## config.mk

```make
export PLATFORM = sky130hd
export DESIGN_NAME = nes_joypad_responder_flat
export DESIGN_NICKNAME = d
export VERILOG_FILES = /design/src/rtl/nes_joypad_responder_if.sv /design/src/rtl/nes_joypad_responder.sv /design/src/flat_wrapper.sv
export SDC_FILE = /design/constraint.sdc
export NUM_CORES = 1
export LEC_CHECK = 0
export ABC_AREA = 0
export ABC_CLOCK_PERIOD_IN_PS = 4600
export BUFFER_PORTS_ARGS = -buffer_cell sky130_fd_sc_hd__clkbuf_2
export CAP_MARGIN = 20
export CORE_MARGIN = 4
export CORE_UTILIZATION = 55
export DETAILED_ROUTE_END_ITERATION = 6
export PLACE_DENSITY_LB_ADDON = 0.3
export SYNTH_ARGS = -nofsm -noshare
export SYNTH_HDL_FRONTEND = slang
export SYNTH_SLANG_ARGS = --single-unit
export TNS_END_PERCENT = 10
```

## constraint.sdc

```tcl
create_clock -name clock -period 4.6 [get_ports clock]
set_clock_uncertainty 0.2 [all_clocks]
set_input_delay 0.23 -clock clock [delete_from_list [all_inputs] [get_ports clock]]
set_output_delay 0.23 -clock clock [all_outputs]
set_load 0.01 [all_outputs]
```

## src/rtl/nes_joypad_responder_if.sv

```systemverilog
// nes_joypad_responder_if: NES joypad serial bus (host strobe/clock, pad data).
// Rev 1.0
`default_nettype none

interface nes_joypad_responder_if;
  logic joy_strobe;
  logic joy_clock;
  logic joy_data;

  modport master (output joy_strobe, output joy_clock, input joy_data);
  modport slave  (input joy_strobe, input joy_clock, output joy_data);
endinterface

`default_nettype wire

```

## src/rtl/nes_joypad_responder.sv

```systemverilog
// nes_joypad_responder: NES controller device end; latches buttons on strobe, shifts them out active-low.
// Rev 1.0
`default_nettype none

module nes_joypad_responder #(
  parameter int SYNC_STAGES = 2,
  parameter int FILTER_LEN  = 4
) (
  input  logic                        clock,
  input  logic                        reset,
  input  logic [7:0]                  buttons,
  nes_joypad_responder_if.slave       joy,
  output logic                        read_done,
  output logic [3:0]                  bit_index,
  output logic [7:0]                  read_count
);

  localparam int c_cnt_w = (FILTER_LEN > 1) ? $clog2(FILTER_LEN) : 1;
  localparam logic [c_cnt_w-1:0] c_cnt_last = c_cnt_w'(FILTER_LEN - 1);

  logic [1:0] w_raw;
  logic [1:0] w_filt;

  assign w_raw = {joy.joy_clock, joy.joy_strobe};

  // Index 0 conditions strobe, index 1 conditions the shift clock.
  for (genvar g = 0; g < 2; g++) begin : g_cond
    logic [SYNC_STAGES-1:0] r_sync;
    logic [c_cnt_w-1:0]     r_cnt;
    logic                   r_level;

    always_ff @(posedge clock) begin
      if (reset) begin
        r_sync  <= '0;
        r_cnt   <= '0;
        r_level <= 1'b0;
      end else begin
        r_sync <= {r_sync[SYNC_STAGES-2:0], w_raw[g]};
        if (r_sync[SYNC_STAGES-1] == r_level) begin
          r_cnt <= '0;
        end else if (r_cnt == c_cnt_last) begin
          r_level <= r_sync[SYNC_STAGES-1];
          r_cnt   <= '0;
        end else begin
          r_cnt <= r_cnt + 1'b1;
        end
      end
    end

    assign w_filt[g] = r_level;
  end

  logic       w_stb_f;
  logic       w_clk_f;
  logic       w_shift;
  logic       r_clk_prev;
  logic [7:0] r_sr;

  assign w_stb_f = w_filt[0];
  assign w_clk_f = w_filt[1];
  assign w_shift = w_clk_f & ~r_clk_prev;

  always_ff @(posedge clock) begin
    if (reset) begin
      r_clk_prev <= 1'b0;
      r_sr       <= 8'hFF;
      bit_index  <= 4'd8;
      read_done  <= 1'b0;
      read_count <= 8'd0;
    end else begin
      r_clk_prev <= w_clk_f;
      read_done  <= 1'b0;
      // Strobe holds the pad in load; a coincident clock edge is dropped.
      if (w_stb_f) begin
        r_sr      <= ~buttons;
        bit_index <= 4'd0;
      end else if (w_shift) begin
        r_sr <= {1'b1, r_sr[7:1]};
        if (bit_index < 4'd8) begin
          bit_index <= bit_index + 4'd1;
        end
        if (bit_index == 4'd7) begin
          read_done  <= 1'b1;
          read_count <= read_count + 8'd1;
        end
      end
    end
  end

  assign joy.joy_data = r_sr[0];

endmodule

`default_nettype wire

```

## src/flat_wrapper.sv

```systemverilog
// flat-port wrapper written by rule: the top's interface ports become plain ports
module nes_joypad_responder_flat 
#(
  parameter int SYNC_STAGES = 2,
  parameter int FILTER_LEN  = 4
)
  (clock, reset, buttons, read_done, bit_index, read_count, joy_joy_strobe, joy_joy_clock, joy_joy_data);
  nes_joypad_responder_if joy_i ();
  input  logic clock;
  input  logic reset;
  input  logic [7:0] buttons;
  output logic read_done;
  output logic [3:0] bit_index;
  output logic [7:0] read_count;
  input wire logic [$bits(joy_i.joy_strobe)-1:0] joy_joy_strobe;
  input wire logic [$bits(joy_i.joy_clock)-1:0] joy_joy_clock;
  output wire logic [$bits(joy_i.joy_data)-1:0] joy_joy_data;
  assign joy_i.joy_strobe = joy_joy_strobe;
  assign joy_i.joy_clock = joy_joy_clock;
  assign joy_joy_data = joy_i.joy_data;
  nes_joypad_responder #(.SYNC_STAGES(SYNC_STAGES), .FILTER_LEN(FILTER_LEN)) u_core (.clock(clock), .reset(reset), .buttons(buttons), .joy(joy_i), .read_done(read_done), .bit_index(bit_index), .read_count(read_count));
endmodule
```

== Word level (Yosys, flattened, before mapping) ==
Cells that the tools add are included.
Storage, ports and cells
  register bits after elaboration: 32
  input bits: 12
  output and inout port bits: 14
  logic and storage cells: 46
Cells by class
  add/subtract/negate cells: 4
  order comparisons: 1
  equality and inequality tests: 5
  multiplexer cells: 6
  bitwise operators: 7
  reductions and logical operators: 11
Operators by type and width (count)
  $mux 8: 2
  $mux 4: 3
  $reduce_or 3->1: 3
  $add 8x1->8 const B: 1
  $not 8->8: 1
  $reduce_and 2->1: 4
  $not 1->1: 5
  $add 2x1->2 const B: 2
  $add 4x1->4 const B: 1
  $eq 2x2->1 const B: 2
  $eq 4x3->1 const B: 1
  $lt 4x4->1 const B: 1
  $reduce_bool 2->1: 2
  $reduce_and 3->1: 1
  $eq 1x1->1: 2
  $reduce_or 2->1: 1
  $and 1x1->1: 1
  $mux 1: 1

== Longest topological paths before layout ==
Gate-level depths: netlist of the first run.
  depth in word-level cells: 4
  depth in mapped cells: 5
  mapped depth without buffers: 4

== Least setup slack after synthesis of the first run ==
No wires, ideal clock.
  path type: register -> register
  from: register u_core.bit_index[0]
  to: register u_core.read_count[7]
  library setup time: 121 ps
  arrival time: 1335 ps
  required time: 4279 ps
  setup slack: 2944 ps
  cell stages (with the launch flop): 5
  buffers on the path: 0
  clock period less this slack: 1656 ps
  cells stage by stage: dfxtp_1 -> ha_1 -> nand2b_1 -> nor4_1 -> mux2_2
Between the ends
  word-level cells in the longest chain between the ends: 2
Ends and longest elaborated chain
  start, declared: line nes_joypad_responder.sv:14  | output logic [3:0] bit_index,
  start signal, assigned: line nes_joypad_responder.sv:80  | bit_index <= bit_index + 4'd1;
  $eq 4x3->1: line nes_joypad_responder.sv:82  | if (bit_index == 4'd7) begin
  $reduce_and 3->1 (no line)
  end signal, assigned: line nes_joypad_responder.sv:84  | read_count <= read_count + 8'd1;
  end, declared: line nes_joypad_responder.sv:15  | output logic [7:0] read_count
No other way between the ends.
A chain may end at the register's enable or synchronous reset.

== Worst setup path after layout of the first run ==
  from: register u_core.g_cond[1].r_level
  to: register u_core.read_count[7]
Between the ends
  word-level cells in the longest chain between the ends: 2
Ends and longest elaborated chain
  start, declared: line nes_joypad_responder.sv:30  | logic r_level;
  start signal, assigned: line nes_joypad_responder.sv:42  | r_level <= r_sync[SYNC_STAGES-1];
  $and 1x1->1: line nes_joypad_responder.sv:61  | assign w_shift = w_clk_f & ~r_clk_prev;
  $reduce_and 3->1 (no line)
No other way between the ends.

==> parameters.txt, run 1 <==
Parameter                              Value

Status
  Run status ... finished, final reports clean

Drt
  Vias ... 1135
  WL/cell ... 13.46 um
  Final routed wirelength across all metal layers ... 2.705 mm
  1st-pass router iterations ... 4
  Post-detailed-route via-to-cell ratio ... 5.647
  Post-detailed-route count of antenna-violating nets ... 0
  Number of DRC markers in iteration 0 ... 44
  DRC violations left ... 0

Floorplan
  I/O pin total ... 26
  Die X ... 58.41 um
  Area enclosed by the die boundary ... 0.003412 mm2
  Number of rows in the core area ... 18
  Initial core utilization ... 56.93%
  Core area ... 0.002455 mm2
  Die height ... 58.41 um

Hold path
  Kind of path behind the tightest hold check ... primary input to register
  Worst hold path depth ... 3
  Endpoint of the worst hold path ... u_core.r_sr[1]
  Worst hold start ... buttons[1]

Final layout
  P&R area growth vs syn ... 15.67%
  Share of final-layout standard cells stronger than drive strength 1 ... 20.47%
  ANT cells ... 0
  Final #Nets ... 186

Global routing
  Vias in the first global route ... 1067
  Maximum number of pins on one net before global-route repair ... 36
  Antenna violations before repair ... 0
  Wire length of the first global-routing pass ... 4.533 mm
  Aggregate global-route resource usage ... 17.76%
  Total gr overflow ... 0

Pwr
  Overall power of the completed layout ... 0.4578 mW
  Leakage component of the power ... 0.6188 nW
  PwrDens ... 283.2 mW/mm2
  Peak supply drop ... 0.2303 mV

Yosys
  Number of instances in the synthesized netlist ... 144
  Total of flip-flops plus latches after synthesis ... 32
  Share of flip-flops with an asynchronous set or reset ... 0%
  Top FF cell, synth ... sky130_fd_sc_hd__dfxtp_1
  Post-synth EDFFs ... 0
  Number of nets in the synthesized netlist ... 160
  Fraction of the yosys area taken by sequential cells ... 45.84%
  Post-synthesis cell type count ... 34
  Warnings, synthesis ... 0
  Post-synthesis cell area ... 0.001398 mm2
  Syn_area_per_cell ... 9.705 um2

STA
  Slew of the pin with the lowest slew margin ... 0.5946 ns
  Post-route clock period utilization ... 39.34%
  Tmin final ... 1.810 ns
  Worst-case setup margin in the final layout ... 2.790 ns
  Final hold viol count ... 0
  Fmax ... 552.6 MHz
  Relative slew slack ... 60.36%
  Setup repair after global routing missed its margin ... no
  Worst hold margin ... 0.05624 ns
  Max Transition Viols Final ... 0
  Number of failing setup endpoints in the final timing report ... 0
  Total negative slack for setup checks ... 0 ns

Worst setup path
  Worst reg2reg endpoint ... u_core.read_count[7]
  Largest incremental delay on the critical path ... 0.53 ns
  Number of cells on the worst reg-to-reg path ... 3
  Standard cell with the maximum stage delay on the critical path ... sky130_fd_sc_hd__dfxtp_1
  Critical setup path kind ... register to register
  Critical Path, Cell by Cell ... nand4bb_4, nor4_1, mux2_2
  Number of stages on the worst setup path ... 3
  Reg2reg setup slack ... 2.79 ns
  Kind of end point of the critical path ... register
  Critical register-to-register path startpoint ... u_core.g_cond[1].r_level
  Maximum net fanout on the critical path ... 15
  Sum of buffers and inverters on the critical path ... 0
  Worst path arrival time ... 1.83 ns
  Critical Path Source Type ... register
  Kind of cell adding the most delay to the critical path ... simple AND/OR/NAND/NOR gates
  Crit path required time ... 4.62 ns

Clocking
  Clock Root Buffer ... sky130_fd_sc_hd__clkbuf_4
  Cts-stage hold buffer count ... 3
  Clock sinks ... 32
  Clock latency on the worst-skew pair ... 0.33 ns
  CTS max path bufs ... 2
  Clock tree from TritonCTS ... done
  Clock-pin slew reported for the worst setup and hold paths after clock tree synthesis ... 0.09 ns
  H-Tree Depth ... 2
  Post-CTS setup buffers ... 0
  Resize count post-CTS ... 0
  Number of buffers created by CTS ... 5

Place
  Number of buffer cells added on primary ports ... 25
  Worst slack at placement ... 2.662 ns
  Final weighted congestion in routability-driven placement ... 0.7363
  DPL Wire Length ... 1.791 mm

Job
  Max-cap viol count ... 0
-- synthesized netlist by cell type (4+ instances only) --
cell type                  instances  area share (%)
sky130_fd_sc_hd__dfxtp_1          32              46
sky130_fd_sc_hd__a21oi_1          14             5.0
sky130_fd_sc_hd__nor2_1           14             3.8
sky130_fd_sc_hd__nor3b_1           8             4.3
sky130_fd_sc_hd__a211o_1           7             4.4
sky130_fd_sc_hd__nor2b_1           6             2.7
sky130_fd_sc_hd__clkbuf_1          5             1.3
sky130_fd_sc_hd__o31ai_1           5             2.7
sky130_fd_sc_hd__ha_1              4             3.6
sky130_fd_sc_hd__or3_1             4             1.8
sky130_fd_sc_hd__or4_1             4             2.1
sky130_fd_sc_hd__xnor2_1           4             2.5
-- worst reg2reg max path, stage by stage (launching register included) --
cell	delay, ns
sky130_fd_sc_hd__dfxtp_1	0.53
sky130_fd_sc_hd__nand4bb_4	0.25
sky130_fd_sc_hd__nor4_1	0.36
sky130_fd_sc_hd__mux2_2	0.37
-- layer usage --
layer  track usage (%)  share of wire [%]  routed length [um]
met1             19.70                 43                1170
met2             29.82                 48                1295
met3             4.605                5.8                 156
met4             11.59                3.0                  82
met5                 0                  0                   0
-- layout by cell type, fill, tap and decap left out, types with 4 or more instances in the layout --
| cell | n |
|---|---|
| sky130_fd_sc_hd__a211o_1 | 7 |
| sky130_fd_sc_hd__a21oi_1 | 14 |
| sky130_fd_sc_hd__clkbuf_2 | 25 |
| sky130_fd_sc_hd__clkbuf_4 | 5 |
| sky130_fd_sc_hd__dfxtp_1 | 32 |
| sky130_fd_sc_hd__ha_1 | 4 |
| sky130_fd_sc_hd__nor2_1 | 14 |
| sky130_fd_sc_hd__nor2b_1 | 6 |
| sky130_fd_sc_hd__nor3b_1 | 8 |
| sky130_fd_sc_hd__o31ai_1 | 5 |
| sky130_fd_sc_hd__or3_1 | 4 |
| sky130_fd_sc_hd__or4_1 | 4 |
| sky130_fd_sc_hd__xnor2_1 | 4 |
-- cells by family (layout without fill, tap and decap cells) --
logic type      Yosys count  in the layout  share of synthesized area, %
simple gates             56             56                         25.87
flops                    32             32                         45.84
compound gates           31             31                         14.15
buf+inv                  13             40                         5.103
fa+ha+maj                 4              4                         3.581
xor+xnor                  4              4                         2.506
mux                       4              4                         2.954
-- through the flow --
step                      util (%)  std cells  cell area, um2
final                        65.85        201            1617
after CTS                    64.73        200            1589
after floorplan                  -        144            1398
after global routing         65.85        201            1617
after detailed placement     61.11        189            1500
after global placement       61.11        189            1500
-- cell type report --
| class | instances | area (um2) |
|---|---|---|
| multi-input cells | 99 | 685.7 |
| repair buffers | 29 | 182.7 |
| inverters | 3 | 11.26 |
| clock buffers | 8 | 58.81 |
| fillers | 208 | 838.3 |
| well taps | 30 | 37.54 |
| flip-flops and latches | 32 | 640.6 |
-- how the worst max path moves through the flow --
stage,startpoint,to,slack [ns]
3_3_place_gp,u_core.g_cond[0].r_level,u_core.read_count[7],2.73
2_1_floorplan,u_core.bit_index[0],u_core.read_count[7],2.94
6_report,u_core.g_cond[1].r_level,u_core.read_count[7],2.79
5_1_grt,u_core.bit_index[0],u_core.read_count[7],2.64
4_1_cts,u_core.g_cond[0].r_level,u_core.read_count[7],2.63
3_5_place_dp,u_core.g_cond[0].r_level,u_core.read_count[7],2.66
-- state kept, by name, indices dropped and copies added (netlist names) --
name / flops
u_core.read_done: 1
u_core.g_cond.r_level: 2
u_core.g_cond.r_cnt: 4
u_core.bit_index: 4
u_core.read_count: 8
u_core.r_clk_prev: 1
u_core.r_sr: 8
u_core.g_cond.r_sync: 4
-- where the power goes --
group / total (mW) / internal, mW / leakage, nW / switching [mW]
combinational: 0.0137 / 0.00714 / 0.327 / 0.00660
sequential: 0.280 / 0.279 / 0.259 / 0.000954
clock: 0.164 / 0.0753 / 0.0326 / 0.0888
total: 0.458 / 0.361 / 0.619 / 0.0964
(Power assumes the default switching activity.)
==> inputs of run 2 (changes only) <==
- ABC_CLOCK_PERIOD_IN_PS: 4600 -> 1800
- CORE_UTILIZATION: 55 -> 53
- clock period: 4.6 -> 1.8 ns (I/O delays scaled with it)
==> parameters.txt, run 2 (synthesized netlist as in run 1, its figures left out) <==
Parameter                              Value

Pwr
  PwrDens ... 760.9 mW/mm2
  Net switching power figure ... 0.2825 mW
  Part of the power in combinational logic ... 3.8%
  Share of power burned in the clock network ... 41.9%
  Switching share of power ... 21.47%
  Peak supply drop ... 0.7078 mV
  Overall power of the completed layout ... 1.316 mW
  Leakage component of the power ... 0.6603 nW
  Flop pwr share ... 54.4%
  Internal Power ... 1.033 mW

Clocking
  Clock sinks ... 32
  Clock-pin slew reported for the worst setup and hold paths after clock tree synthesis ... 0.11 ns
  CTS max path bufs ... 2
  Number of buffers created by CTS ... 5
  Clock Root Buffer ... sky130_fd_sc_hd__clkbuf_4
  H-Tree Depth ... 2
  Post-CTS setup buffers ... 0
  Clock latency on the worst-skew pair ... 0.34 ns
  Clock tree from TritonCTS ... done

Final layout
  Final-layout fill cell count ... 197
  Top flop regs ... u_core.r_sr: 8 flops, u_core.read_count: 8 flops
  Utilization of the core after routing ... 69.17%
  Area of all sequential standard cells ... 643.1 um2
  Top library cells by usage in the layout, fill and taps aside ... sky130_fd_sc_hd__dfxtp_1, sky130_fd_sc_hd__clkbuf_2, sky130_fd_sc_hd__nor2_1, sky130_fd_sc_hd__a21oi_1, sky130_fd_sc_hd__dlygate4sd3_1
  Final non-filler cell total ... 210
  ANT cells ... 0
  Area of combinational cells with multiple inputs ... 694.4 um2
  Summed area of non-filler cells in the final layout ... 0.001729 mm2
  P&R area growth vs syn ... 23.72%
  Share of final-layout standard cells stronger than drive strength 1 ... 23.33%
  Final #Nets ... 195
  Most common cell after layout, fill and taps aside ... sky130_fd_sc_hd__dfxtp_1

Floorplan
  Die height ... 59.35 um
  Core area ... 0.002500 mm2
  Area enclosed by the die boundary ... 0.003522 mm2
  Number of rows in the core area ... 18
  I/O pin total ... 26
  Die X ... 59.35 um
  Initial core utilization ... 55.91%

Drt
  WL/cell ... 12.35 um
  Vias ... 1163
  Post-detailed-route via-to-cell ratio ... 5.538
  Number of DRC markers in iteration 0 ... 36
  DRC violations left ... 0
  1st-pass router iterations ... 4
  Final routed wirelength across all metal layers ... 2.594 mm
  Post-detailed-route count of antenna-violating nets ... 0

STA
  Setup repair after global routing missed its margin ... no
  Worst-case setup margin in the final layout ... 0.1129 ns
  Number of failing setup endpoints in the final timing report ... 0
  Tmin final ... 1.687 ns
  Fmax ... 592.7 MHz
  Slew of the pin with the lowest slew margin ... 0.4215 ns
  Worst hold margin ... 0.2264 ns
  Relative slew slack ... 71.90%
  Max Transition Viols Final ... 0
  Post-route clock period utilization ... 93.73%
  Final hold viol count ... 0
  Total negative slack for setup checks ... 0 ns

Worst setup path
  Critical Path Source Type ... register
  Critical setup path kind ... register to register
  Kind of end point of the critical path ... register
  Crit path required time ... 1.84 ns
  Worst path arrival time ... 1.73 ns
  Maximum net fanout on the critical path ... 15

Place
  DPL Wire Length ... 1.796 mm
  Final weighted congestion in routability-driven placement ... 0.7393
  Post-Place Cells ... 191
  Number of buffer cells added on primary ports ... 25
  Cell area reported after detailed placement ... 0.001528 mm2
  Worst slack at placement ... 0.01933 ns

Global routing
  Total gr overflow ... 0
  Wire length of the first global-routing pass ... 4.498 mm
  Maximum number of pins on one net before global-route repair ... 28
  Aggregate global-route resource usage ... 17.18%
  Antenna violations before repair ... 0
  Vias in the first global route ... 1068

Hold path
  Kind of path behind the tightest hold check ... register to register

Job
  Max-cap viol count ... 0

Status
  Run status ... finished, final reports clean
run 2: cell count changes in the layout (fill, tap and decap cells not counted), moves of 2 or more:
cell                            before  now
sky130_fd_sc_hd__clkbuf_1            2    0
sky130_fd_sc_hd__dfxtp_1            32   30
sky130_fd_sc_hd__dfxtp_2             0    2
sky130_fd_sc_hd__dlygate4sd3_1       3   11
run 2: final timing paths:
| check | cells after the start | start | slack, ns | to |
|---|---|---|---|---|
| min | 1 | u_core.g_cond[0].r_cnt[0] | 0.23 | u_core.g_cond[0].r_cnt[0] |
| min reg2reg | 1 | u_core.g_cond[0].r_cnt[0] | 0.23 | u_core.g_cond[0].r_cnt[0] |
| max | 3 | u_core.bit_index[2] | 0.11 | u_core.read_count[7] |
| max reg2reg | 3 | u_core.bit_index[2] | 0.11 | u_core.read_count[7] |
run 2: per-layer routing:
layer  vias to the layer above  wire [um]  share of wire (%)  track usage [%]
met5                         -          0                  0                0
met4                         0         74                2.9            10.68
met3                         8        170                6.6            5.011
met2                        32       1156                 45            26.52
met1                       536       1192                 46            20.81
li1                        587          -                  -                -
run 2: area by class of cell:
cell class                 count  area share [%]
inverter                       3          0.6512
timing repair buffer          38           15.20
sequential                    32           37.19
tap                           30           2.171
clock inverter                 3           2.460
clock buffer                   5           2.171
multi-input combinational     99           40.16
run 2: what timing repair did:
item,in CTS,in global routing
endpoints found under the hold margin,14,0
hold buffers,11,0
resized for setup,0,4
setup endpoints to repair,0,3
run 2: power by group through the flow:
stage          sequential (mW)  clock [mW]  combinational (mW)
3_3_place_gp             0.732           0              0.0305
3_5_place_dp             0.732           0              0.0316
5_1_grt                  0.716       0.593              0.0556
6_report                 0.715       0.551              0.0497
4_1_cts                  0.716       0.561              0.0501
2_1_floorplan            0.731           0              0.0156
run 2: worst max-delay path, cell delays in order (launching register included):
cell                        delay (ns)
sky130_fd_sc_hd__dfxtp_1          0.47
sky130_fd_sc_hd__nand4bb_4        0.24
sky130_fd_sc_hd__nor4_2           0.32
sky130_fd_sc_hd__mux2_2           0.36
==> inputs of run 3 (changes only) <==
- ABC_AREA: 0 -> 1
==> parameters.txt, run 3 <==
Parameter                              Value

Yosys
  Share of flip-flops with an asynchronous set or reset ... 0%
  Warnings, synthesis ... 0
  Most numerous cell in the Yosys netlist ... sky130_fd_sc_hd__nand2_1
  Top FF cell, synth ... sky130_fd_sc_hd__dfxtp_1
  Post-synthesis cell type count ... 18
  Post-synth EDFFs ... 0
  Proportion of netlist area held by the largest area contributor ... 48.44%
  Most area-hungry cell type in the Yosys netlist ... sky130_fd_sc_hd__dfxtp_1
  Cell types with the highest counts after synthesis ... sky130_fd_sc_hd__nand2_1, sky130_fd_sc_hd__dfxtp_1, sky130_fd_sc_hd__nor2_1, sky130_fd_sc_hd__inv_1
  Number of instances in the synthesized netlist ... 172
  Fraction of the yosys area taken by sequential cells ... 48.44%
  Total of flip-flops plus latches after synthesis ... 32
  Number of nets in the synthesized netlist ... 188
  Post-synthesis cell area ... 0.001323 mm2
  Syn_area_per_cell ... 7.689 um2
  Largest cells by area after synthesis ... sky130_fd_sc_hd__dfxtp_1, sky130_fd_sc_hd__nand2_1, sky130_fd_sc_hd__nor2_1

Worst setup path
  Crit path required time ... 1.87 ns
  Kind of end point of the critical path ... register
  Critical Path Source Type ... register
  Crit. Startpoint ... u_core.bit_index[0]
  Critical Path, Cell by Cell ... ha_1, nand3_1, nor3_4, nand2_2, nand2_1, nand2_1, nor2_1
  Most used cell, CP ... sky130_fd_sc_hd__nand2_1
  Critical setup path kind ... register to register
  Largest incremental delay on the critical path ... 0.40 ns
  Worst path arrival time ... 1.69 ns
  Critical register-to-register path startpoint ... u_core.bit_index[0]
  Standard cell with the maximum stage delay on the critical path ... sky130_fd_sc_hd__dfxtp_1
  Maximum net fanout on the critical path ... 9

STA
  Post-route clock period utilization ... 90.19%
  Relative slew slack ... 76.28%
  Slew of the pin with the lowest slew margin ... 0.3545 ns
  Total negative slack for setup checks ... 0 ns
  Fmax ... 616.0 MHz
  Number of failing setup endpoints in the final timing report ... 0
  Final hold viol count ... 0
  Max Transition Viols Final ... 0
  Tmin final ... 1.623 ns
  Setup repair after global routing missed its margin ... no

Pwr
  Switching share of power ... 21.51%
  Leakage component of the power ... 0.7453 nW
  Share of power burned in the clock network ... 35.5%
  PwrDens ... 716.9 mW/mm2
  Overall power of the completed layout ... 1.196 mW
  Part of the power in combinational logic ... 4.7%
  Internal Power ... 0.9385 mW
  Net switching power figure ... 0.2572 mW
  Peak supply drop ... 0.6236 mV
  Flop pwr share ... 59.9%

Floorplan
  Die height ... 57.96 um
  Initial core utilization ... 57.57%
  Area enclosed by the die boundary ... 0.003359 mm2
  Number of rows in the core area ... 17
  Core area ... 0.002297 mm2
  Die X ... 57.96 um
  I/O pin total ... 26

Clocking
  H-Tree Depth ... 2
  Clock tree from TritonCTS ... done
  Post-CTS setup buffers ... 0
  Clock-pin slew reported for the worst setup and hold paths after clock tree synthesis ... 0.09 ns
  Clock Root Buffer ... sky130_fd_sc_hd__clkbuf_4
  Clock sinks ... 32
  Resize count post-CTS ... 0
  Number of buffers created by CTS ... 5
  CTS max path bufs ... 2
  Clock latency on the worst-skew pair ... 0.33 ns

Drt
  Post-detailed-route via-to-cell ratio ... 5.004
  Final routed wirelength across all metal layers ... 2.729 mm
  Post-detailed-route count of antenna-violating nets ... 0
  Number of DRC markers in iteration 0 ... 50
  DRC violations left ... 0
  1st-pass router iterations ... 4
  Vias ... 1221
  WL/cell ... 11.18 um

Global routing
  Antenna violations before repair ... 0
  Total gr overflow ... 0
  Aggregate global-route resource usage ... 17.56%
  Wire length of the first global-routing pass ... 4.512 mm
  Maximum number of pins on one net before global-route repair ... 15
  Vias in the first global route ... 1074

Status
  Run status ... finished, final reports clean

Hold path
  Worst hold start ... u_core.g_cond[0].r_sync[0]
  Kind of path behind the tightest hold check ... register to register

Final layout
  Summed area of non-filler cells in the final layout ... 0.001668 mm2
  Share of final-layout standard cells stronger than drive strength 1 ... 17.13%
  Most common cell after layout, fill and taps aside ... sky130_fd_sc_hd__nand2_1
  Top library cells by usage in the layout, fill and taps aside ... sky130_fd_sc_hd__nand2_1, sky130_fd_sc_hd__dfxtp_1, sky130_fd_sc_hd__clkbuf_2, sky130_fd_sc_hd__nor2_1, sky130_fd_sc_hd__inv_1
  Utilization of the core after routing ... 72.60%
  Top flop regs ... u_core.r_sr: 8 flops, u_core.read_count: 8 flops
  Final #Nets ... 231
  ANT cells ... 0
  P&R area growth vs syn ... 26.11%

Place
  Final weighted congestion in routability-driven placement ... 0.8331
  Number of buffer cells added on primary ports ... 25
  Cell area reported after detailed placement ... 0.001479 mm2
  DPL Wire Length ... 1.867 mm

Job
  Max-cap viol count ... 0
-- run 3: worst max-delay path: cells and delay by family, from the launching register on --
kind | cells | cell delay [ns]
adder cells (fa/ha/maj) | 1 | 0.23
AND/OR/NAND/NOR | 6 | 0.73
flip-flops | 1 | 0.40
-- run 3: routing by layer --
layer / vias up / part of all wire (%) / GRT usage [%]
li1: 646 / - / -
met1: 540 / 45 / 19.32
met2: 29 / 47 / 29.84
met3: 6 / 5.9 / 6.904
met4: 0 / 1.9 / 7.616
met5: - / 0 / 0
-- run 3: final timing paths --
check | end | slack (ns) | cells past startpoint
max reg2reg | u_core.read_count[5] | 0.18 | 7
max | u_core.read_count[5] | 0.18 | 7
min | u_core.g_cond[0].r_sync[1] | 0.21 | 2
min reg2reg | u_core.g_cond[0].r_sync[1] | 0.21 | 2
-- run 3: area by class of cell --
class,count,area [um2]
Clock buffer,8,58.81
Fill cell,174,629.4
Inverter,19,71.32
Multi-Input combinational cell,117,591.8
Sequential cell,32,640.6
Tap cell,28,35.03
Timing Repair Buffer,40,270.3
-- run 3: power by group through the flow --
stage               sequential, mW  combinational [mW]  clock [mW]
global placement             0.732              0.0320           0
CTS                          0.716              0.0546       0.437
global route                 0.716              0.0619       0.475
detailed placement           0.732              0.0328           0
finish                       0.716              0.0558       0.424
floorplan                    0.732              0.0163           0
-- run 3: cells by family after synthesis --
group	after synthesis	synth area share (%)
AOI/OAI and AO/OA	27	12.11
xor gates and xnor gates	3	1.987
adders and majority gates	4	3.784
buffers and inverters	23	6.812
DFF	32	48.44
and+or+nand+nor	83	26.87
-- run 3: what timing repair did --
item                                    CTS  global route
hold buffers                             13             0
hold endpoints to repair                 19             0
endpoints found under the setup margin    0             0
-- run 3: metrics by stage --
| stage | std cells | hold slack (ns) | setup WS (ns) |
|---|---|---|---|
| finish | 244 | 0.2063 | 0.1766 |
| global route | 244 | 0.2232 | 0.03905 |
| CTS | 244 | 0.2063 | 0.1660 |
| detailed placement | 223 | 0.08582 | 0.1808 |
| global placement | 223 | 0.08182 | 0.2656 |
| floorplan | 172 | -0.04093 | 0.2834 |
